<file path="src/rtl/irq_pkg.sv">
// irq_pkg: shared constants for the interrupt hub (register map, source indices, ACTIVE fields).
package irq_pkg;

    localparam int NUM_SRC_DEF = 6;

    localparam logic [1:0] IRQ_MODE   = 2'd0;
    localparam logic [1:0] IRQ_MASK   = 2'd1;
    localparam logic [1:0] IRQ_PEND   = 2'd2;
    localparam logic [1:0] IRQ_ACTIVE = 2'd3;

    localparam int SRC_TIMER0 = 0;
    localparam int SRC_TIMER1 = 1;
    localparam int SRC_IG     = 2;

    localparam int ACT_IDX_LSB = 8;
    localparam int ACT_IDX_MSB = 10;
    localparam int ACT_ANY_BIT = 15;

    function automatic logic [2:0] lowest_set(input logic [5:0] v);
        lowest_set = 3'd0;
        for (int k = 5; k >= 0; k--)
            if (v[k]) lowest_set = 3'(k);
    endfunction

endpackage

</file>
<file path="src/rtl/irq_edge_sync.sv">
// irq_edge_sync: one-flop source synchroniser plus delayed copy for rising-edge detection.
module irq_edge_sync (
    input  logic clk,
    input  logic reset,
    input  logic src,
    output logic sync,
    output logic rise
);

    logic prev;

    always_ff @(posedge clk) begin
        if (!reset) begin
            sync <= 1'b0;
            prev <= 1'b0;
        end else begin
            sync <= src;
            prev <= sync;
        end
    end

    assign rise = sync & ~prev;

endmodule

</file>
<file path="src/rtl/irq_hub.sv">
// irq_hub: collects peripheral interrupts as level or sticky-edge pending bits, masks them
// into HWInt and exposes MODE/MASK/PENDING/ACTIVE through a four-word register window.
module irq_hub
    import irq_pkg::*;
#(
    parameter int NUM_SRC = NUM_SRC_DEF
) (
    input  logic               clk,
    input  logic               reset,
    input  logic [31:2]        Addr,
    input  logic               WE,
    input  logic [31:0]        Din,
    output logic [31:0]        Dout,
    input  logic [NUM_SRC-1:0] irq_src,
    output logic [5:0]         HWInt,
    output logic               irq_any
);

    localparam logic [5:0] VALID = 6'((1 << NUM_SRC) - 1);

    logic [5:0] sync, rise, mode, mask, pend, pend_n, clr, active;
    logic [1:0] idx;
    logic [2:0] low;

    for (genvar i = 0; i < 6; i++) begin : g_src
        if (i < NUM_SRC) begin : g_used
            irq_edge_sync u_sync (
                .clk  (clk),
                .reset(reset),
                .src  (irq_src[i]),
                .sync (sync[i]),
                .rise (rise[i])
            );
        end else begin : g_tie
            assign sync[i] = 1'b0;
            assign rise[i] = 1'b0;
        end
    end

    assign idx = Addr[3:2];
    assign clr = (WE && idx == IRQ_PEND) ? Din[5:0] : 6'd0;

    // Edge bits: a rise wins over a same-cycle clear so no edge is lost.
    assign pend_n = (mode & (rise | (pend & ~clr))) | (~mode & sync);

    always_ff @(posedge clk) begin
        if (!reset) begin
            mode <= 6'd0;
            mask <= 6'd0;
            pend <= 6'd0;
        end else begin
            mode <= (WE && idx == IRQ_MODE) ? Din[5:0] & VALID : mode;
            mask <= (WE && idx == IRQ_MASK) ? Din[5:0] & VALID : mask;
            pend <= pend_n & VALID;
        end
    end

    assign active  = pend & mask;
    assign HWInt   = active;
    assign irq_any = |active;
    assign low     = lowest_set(active);

    always_comb begin
        Dout = (idx == IRQ_MODE) ? {26'd0, mode} :
               (idx == IRQ_MASK) ? {26'd0, mask} :
               (idx == IRQ_PEND) ? {26'd0, pend} :
                                   {26'd0, active};
        if (idx == IRQ_ACTIVE) begin
            Dout[ACT_IDX_MSB:ACT_IDX_LSB] = low;
            Dout[ACT_ANY_BIT]             = irq_any;
        end
    end

    logic unused;
    assign unused = &{1'b0, Addr[31:4], Din[31:6]};

endmodule

</file>
<file path="config.mk">
export PLATFORM = sky130hd
export DESIGN_NAME = irq_hub
export DESIGN_NICKNAME = d
export VERILOG_FILES = /design/src/rtl/irq_pkg.sv /design/src/rtl/irq_edge_sync.sv /design/src/rtl/irq_hub.sv
export SDC_FILE = /design/constraint.sdc
export NUM_CORES = 1
export LEC_CHECK = 0
export BUFFER_PORTS_ARGS = -buffer_cell sky130_fd_sc_hd__buf_2
export CORE_UTILIZATION = 34
export DETAILED_ROUTE_END_ITERATION = 10
export HOLD_SLACK_MARGIN = 0.03
export PLACE_DENSITY = 0.76
export SETUP_SLACK_MARGIN = 0.4
export SYNTH_ARGS = -nofsm -noshare
export SYNTH_HDL_FRONTEND = slang
export SYNTH_SLANG_ARGS = --single-unit
export TNS_END_PERCENT = 50
</file>
<file path="constraint.sdc">
create_clock -name clk -period 1.95 [get_ports clk]
set_input_delay 0.39 -clock clk [delete_from_list [all_inputs] [get_ports clk]]
set_output_delay 0.39 -clock clk [all_outputs]
set_load 0.01 [all_outputs]
</file>
==> results of run 1 <==
==> per-stage QoR <==
stage               worst slack [ps]  cells
floorplan                        432    190
global placement                 297    246
detailed placement               315    246
CTS                              296    254
global route                     194    256
finish                           288    256
==> area by class of cell <==
type,instances,area (um^2)
tap,50,62.6
inverter,15,56.3
sequential,30,608
multi-input combinational,116,738
fill,412,2330
clock buffer,6,82.6
timing repair buffer,39,210
==> registers in the layout (all words and copies together), names as in the netlist <==
name / cells
g_src.g_used.u_sync.prev: 6
pend: 6
mask: 6
mode: 6
g_src.g_used.u_sync.sync: 6
==> power groups by stage <==
stage	clock network, uW	logic [uW]	registers (uW)
floorplan	0	127	663
global placement	0	136	666
detailed placement	0	138	666
CTS	501	139	655
global route	519	161	658
finish	475	142	656
==> cell families (layout without fill, tap and decap cells) <==
logic type	after synthesis	after routing	share of synthesized area, %
AOI/OAI and AO/OA	22	22	10.5
DFF	30	30	40.7
muxes	12	12	8.15
other	1	22	0.254
buffers and inverters	44	60	17.2
and+or+nand+nor	60	60	23.1
==> per-layer routing <==
layer	wire length, um	track usage (%)	vias to the layer above
li1	-	-	588
met1	1240	15.7	492
met2	1350	19.8	39
met3	144	3.00	7
met4	77	9.38	0
met5	0	0	-
==> how the worst min path moves through the flow <==
stage,start,cells past startpoint,end
after global routing,irq_src[2],2,g_src[2].g_used.u_sync.sync
after floorplan,g_src[0].g_used.u_sync.sync,1,g_src[0].g_used.u_sync.prev
after detailed placement,g_src[5].g_used.u_sync.sync,1,g_src[5].g_used.u_sync.prev
after CTS,irq_src[0],2,g_src[0].g_used.u_sync.sync
after global placement,g_src[5].g_used.u_sync.sync,1,g_src[5].g_used.u_sync.prev
final,irq_src[2],2,g_src[2].g_used.u_sync.sync
==> synth_stat cells, drive strengths merged, types with 4 or more instances <==
master,count,area [um^2]
a21o,6,45.0
mux2i,12,120
dfxtp,30,601
a21oi,7,35.0
nand3,8,40.0
clkbuf,4,15.0
nand2,10,37.5
buf,25,183
and2,14,87.6
inv,15,56.3
nor2b,13,81.3
nor2,7,26.3
a221oi,6,52.6
==> timing repair <==
| item | 4_1_cts | 5_1_grt |
|---|---|---|
| gates resized for setup | 10 | 7 |
| setup buffers | 2 | 2 |
| pin swaps | 4 | 3 |
| setup endpoints to repair | 9 | 11 |
==> worst max-delay path: stages (launching register included) <==
cell                      delay, ps
sky130_fd_sc_hd__dfxtp_2        340
sky130_fd_sc_hd__a22oi_2        250
sky130_fd_sc_hd__nand4_1        130
sky130_fd_sc_hd__nor2b_1        150
sky130_fd_sc_hd__buf_2          130
==> cell usage in the layout (no fill, tap or decap), drive strengths merged <==
cell type,instances
a21o,6
a22oi,2
nor3b,1
nor2b,13
nand2,10
o31ai,1
a21oi,7
a221oi,6
nor2,7
conb,22
nand3,8
nand3b,1
buf,39
or2,1
inv,15
nand4,2
and3b,1
clkbuf,6
dfxtp,30
nor3,2
mux2i,12
and2,14
==> results list, run 1 <==
- Area growth syn-to-layout: 19.3%
* Setup violators final: 0
- Dividing the detail-routed via count by the number of cells gives 4.40.
- The number of pins with negative max-slew slack in the final report is 0.
* Overflow left after global routing: 0
- The cell area that synthesis handed to floorplanning was 1470 um^2.
* Max FO, Critical Path: 4
* Fin Clk Skew: 0.630 ps
* Cell area after placement: 1600 um^2
- Average size of a mapped cell: 8.72 um^2
- Number of global-route vias before repair: 938
* Maximum clock rate: 602 MHz
* Final critical-path required period: 1660 ps
- In this run the power spent charging and discharging nets is 302 uW.
- Setup repair after global routing missed its margin: yes
- Max IR drop VDD: 0.349 mV
- Static Leakage: 0.000876 uW
- Clk pin slew, worst setup/hold paths: 60 ps
- The internal portion of the total power is 971 uW.
- In the final routed layout, each cell accounts on average for 11.0 um.
- For this run, the total global-route usage over all layers was measured as 12.9%.
- At the worst endpoint, the arrival time is 1270 ps.
* Final hold violation count: 0
- For this run, asynchronously set or reset flops after synthesis account for 0%.
- Summed over all failing endpoints, the final setup total negative slack is 0 ps.
- Number of antenna-violating nets in the routed design: 0
* Flip-flop cell with the highest count after synthesis: sky130_fd_sc_hd__dfxtp_1
- The floorplan has 23 rows.
- Fraction of final layout cells with drive strength greater than 1: 31.1%
- Area inside the core boundary: 4090 um^2
- Summed over all layers, the routed wires come to 2.82 mm.
- Final #Nets: 278
* Worst min-delay path class: input pin to flip-flop
- Maximum number of pins on one net before global-route repair: 31
- The synthesized netlist contains 23 unique library cells.
- Diodes inserted: 0
- Finished Cell Area: 1760 um^2
* Critical Path End: Dout[15]
- At the later pin of the worst-skew pair, clock insertion delay measures 270 ps.
* Pwr/cell area: 724 nW/um^2
- The number of cells on the worst reg-to-reg path is 3.
- Part of the total power dissipated in combinational logic: 11.2%
- The detailed router finished its first iteration with 53 violations.
- Critical register-to-register path startpoint: pend[4]
- The synthesized design contains 0 enable-type register cells.
- Total vias in the final route: 1126
- In the finished design, the share of the clock period the worst path needs comes to 85.2%.
- Die area: 4600 um^2
- Startpoint class of the critical path: flip-flop
- Sum of net half-perimeters after detailed placement: 1.96 mm
- Crit path from: pend[3]
* Gate Count Post-Synth: 169
- Clock power frac: 37.3%
- Clock tree from TritonCTS: built
* Endpoint kind of the worst setup timing path: output port
- Overall die width: 67.8 um
- Root cell of the clock tree: sky130_fd_sc_hd__clkbuf_8
- Length of the first detailed-routing pass in iterations: 4
- Initial cell density of the core: 36.1%
- The worst register-to-register path has a setup slack of 1200 ps.
- Top-level port count: 110
- Number of synthesized register bits: 30
- Setup Crit Path Kind: flip-flop to output port
* Run status: finished clean
* Hold_ws: 313 ps
- For this run, the register share of the synthesized area comes to 40.7%.
* Switching part of the total: 23.7%
* Endpoint of the worst-slack reg-to-reg timing path: pend[4]
* Die height: 67.8 um
- GPL Wtd Cong: 0.749
- Count of clock tree sinks: 30
* Max-cap violations: 0
- Count of input and output buffers: 33
* Number of hold-repair buffers added at the cts stage: 0
- At the end of the flow the core is filled with cells to 43.0%.
- Power comes to 1270 uW.
- The number of antenna violations at the first check in global routing came to 0.
- Residual DRC count: 0
* Buffer levels on the longest clock path: 2
- Required time at the endpoint of the critical path: 1560 ps
- Buffers inserted during clock tree synthesis total 5.
- The first global-routing pass estimated 4.22 mm of wire.
- Of the total power, registers draw 51.5%.
- For this run, the number of Yosys warnings is 0.
- CTS built an H-tree with a depth of 2.
No activity file was read; power rests on OpenSTA's default activity.
==> run 2, diff against run 1 <==
Settings changed: BUFFER_PORTS_ARGS -buffer_cell sky130_fd_sc_hd__buf_2 to unset, CAP_MARGIN set to 40, DONT_BUFFER_PORTS set to 1, PLACE_DENSITY 0.76 to unset, PLACE_DENSITY_LB_ADDON set to 0.12.
==> results list, run 2 (synthesis results as in run 1) <==
- The core region is 4090 um^2.
- For this design, the CTS-stage hold fixing added 0 buffers.
- The number of buffers and inverters on the critical path is 0.
- CP cell instances: a22oi_2, nand4_1, nor2b_4
- Maximum level of the CTS H-tree: 2
* Power spent charging and discharging nets: 301 uW
- Across all layers, the routed design uses 1047 vias.
* Max-slew violations: 0
- Number of buffers created by CTS: 5
* Required time at the endpoint of the critical path: 1560 ps
- Worst min-delay path class: input pin to flip-flop
- Pwr/cell area: 764 nW/um^2
* Area growth syn-to-layout: 12.6%
- DR iter-0 viols: 31
- Summed over all layers, the global routing overflow is 0.
- Startpoint class of the critical path: flip-flop
* Die area: 4600 um^2
* Fin Clk Skew: 1.22 ps
- Detailed placement finished with a half-perimeter wire length of 2.11 mm.
- The worst register-to-register path has a setup slack of 1190 ps.
- On the final layout, the worst hold slack is 232 ps.
* Buffer levels on the longest clock path: 2
- Subtracting the final worst setup slack from the clock period gives 1690 ps.
* Most frequent cells in the layout: sky130_fd_sc_hd__dfxtp_1, sky130_fd_sc_hd__conb_1, sky130_fd_sc_hd__inv_1
- Worst hold path startpoint: reset
- The critical path in this run is classified as flip-flop to output port.
- The clock network is responsible for 40.0% of the overall power.
* Diodes inserted: 0
- Internal power comes to 966 uW.
- In the global route stage, overall resource usage came out at 14.2%.
* Max IR drop VDD: 0.445 mV
- Destination of the worst hold path: g_src[5].g_used.u_sync.sync
- Top-level port count: 110
- Count of clock tree sinks: 30
* Initial antenna violation count: 0
- Setup violators final: 0
* Multi-input logic area: 806 um^2
- For this run, the detailed router's first-pass iteration total came to 4.
- Die height: 67.8 um
- Hold Path Stages: 1
- Overall die width: 67.8 um
- Post-layout power: 1270 uW
- Entering global routing, the biggest net connects 31 pins.
* Worst-margin pin slew: 538 ps
- On the critical path, the stage with the largest delay is an instance of sky130_fd_sc_hd__dfxtp_2.
- Number of global-route vias before repair: 895
- Proportion of power drawn by flip-flops and latches: 51.6%
* Initial cell density of the core: 36.1%
- Avg Vias per Cell: 4.70
- The run finished with clean final reports.
- Max FO, Critical Path: 4
* Maximum clock rate: 591 MHz
- Max stage delay on crit path: 340 ps
- After routing the design area is 1660 um^2.
- Relative slew slack: 64.1%
- The analysis attributes to cell leakage a power of 0.000753 uW.
- At the worst endpoint, the arrival time is 1300 ps.
* Critical register-to-register path startpoint: pend[4]
- The tree is rooted in a sky130_fd_sc_hd__clkbuf_8.
- Insertion delay of the later-clocked pin in the worst-skew pair: 280 ps
- Final hold violation count: 0
- Total detailed-routing wirelength: 3.04 mm
- Global-route wire length before repair: 4.54 mm
- Fraction of final layout cells with drive strength greater than 1: 19.7%
- Endpoint of the worst-slack reg-to-reg timing path: pend[4]
- Most common cell after layout, fill and taps aside: sky130_fd_sc_hd__dfxtp_1
* Family with the most delay on the worst path: simple AND/OR/NAND/NOR gates
- STA classifies the critical path endpoint as an output port.
- Total of fill cells in the finished design: 428
* Register Area: 613 um^2
- In the finished design, the share of the clock period the worst path needs comes to 86.8%.
- Of the total power, the share spent switching nets is 23.7%.
- Std-Cell Rows: 23
* Worst Reg2Reg Path Length in Cells: 3
* GPL Wtd Cong: 0.742
- Clk pin slew, worst setup/hold paths: 60 ps
* Setup repair after global routing missed its margin: yes
- Clock tree from TritonCTS: built
- Number of antenna-violating nets in the routed design: 0
* Cell area after placement: 1420 um^2
* Count of input and output buffers: 0
- Part of the total power dissipated in combinational logic: 8.4%
* Routed length per placed instance: 13.6 um
* Final #Nets: 243
* Setup total negative slack: 0 ps
- In the routed design, unresolved DRC markers number 0.
- The tool flagged a number of max-cap violations equal to 0.
-- run 2: cell count changes in the layout (fill, tap and decap cells not counted), sizes merged --
cell | before | now
buf | 39 | 4
clkbuf | 6 | 7
clkinv | 0 | 1
-- run 2: cell type report --
class / instances / area share (%)
clock buffer: 7 / 5.20
multi-input combinational: 116 / 48.6
timing repair buffer: 4 / 1.81
sequential: 30 / 37.0
tap: 50 / 3.77
inverter: 15 / 3.39
clock inverter: 1 / 0.302
-- run 2: worst max path at each step --
stage                  from        to  cells after the start
global route        pend[3]  Dout[15]                      3
detailed placement  Addr[3]   Dout[4]                      3
CTS                 mask[3]  Dout[15]                      3
global placement    Addr[3]   Dout[4]                      3
finish              pend[3]  Dout[15]                      3
floorplan           Addr[3]   Dout[0]                      5
-- run 2: power by group through the flow --
stage | sequential [uW] | combinational, uW | clock (uW)
6_report | 654 | 106 | 507
5_1_grt | 657 | 120 | 545
4_1_cts | 655 | 96.8 | 519
3_5_place_dp | 667 | 92.9 | 0
3_3_place_gp | 666 | 91.6 | 0
2_1_floorplan | 663 | 127 | 0
-- run 2: through the flow --
stage | worst slack, ps | cells | utilization, %
final | 258 | 223 | 40.6
after global routing | 198 | 223 | 40.6
after CTS | 276 | 221 | 38.2
after detailed placement | 387 | 211 | 34.7
after global placement | 382 | 211 | 34.7
after floorplan | 432 | 190 | -
-- run 2: timing repair --
| item | CTS | global route |
|---|---|---|
| setup endpoints to repair | 8 | 10 |
| gates resized for setup | 14 | 17 |
| setup buffers | 2 | 2 |
| pin swaps | 6 | 5 |
-- run 2: layer usage --
layer  share of wire, %  up-vias  global-route usage [%]
met5                  0        -                       0
met4                2.0        0                    7.03
met3                9.4        5                    6.83
met2                 49       46                    21.7
met1                 40      473                    16.4
li1                   -      523                       -
-- run 2: worst reg2reg max path: cells and delay by family, from the launching register on --
family / cells / cell delay [ps]
flops: 1 / 400
simple gates: 1 / 90
compound gates: 2 / 210
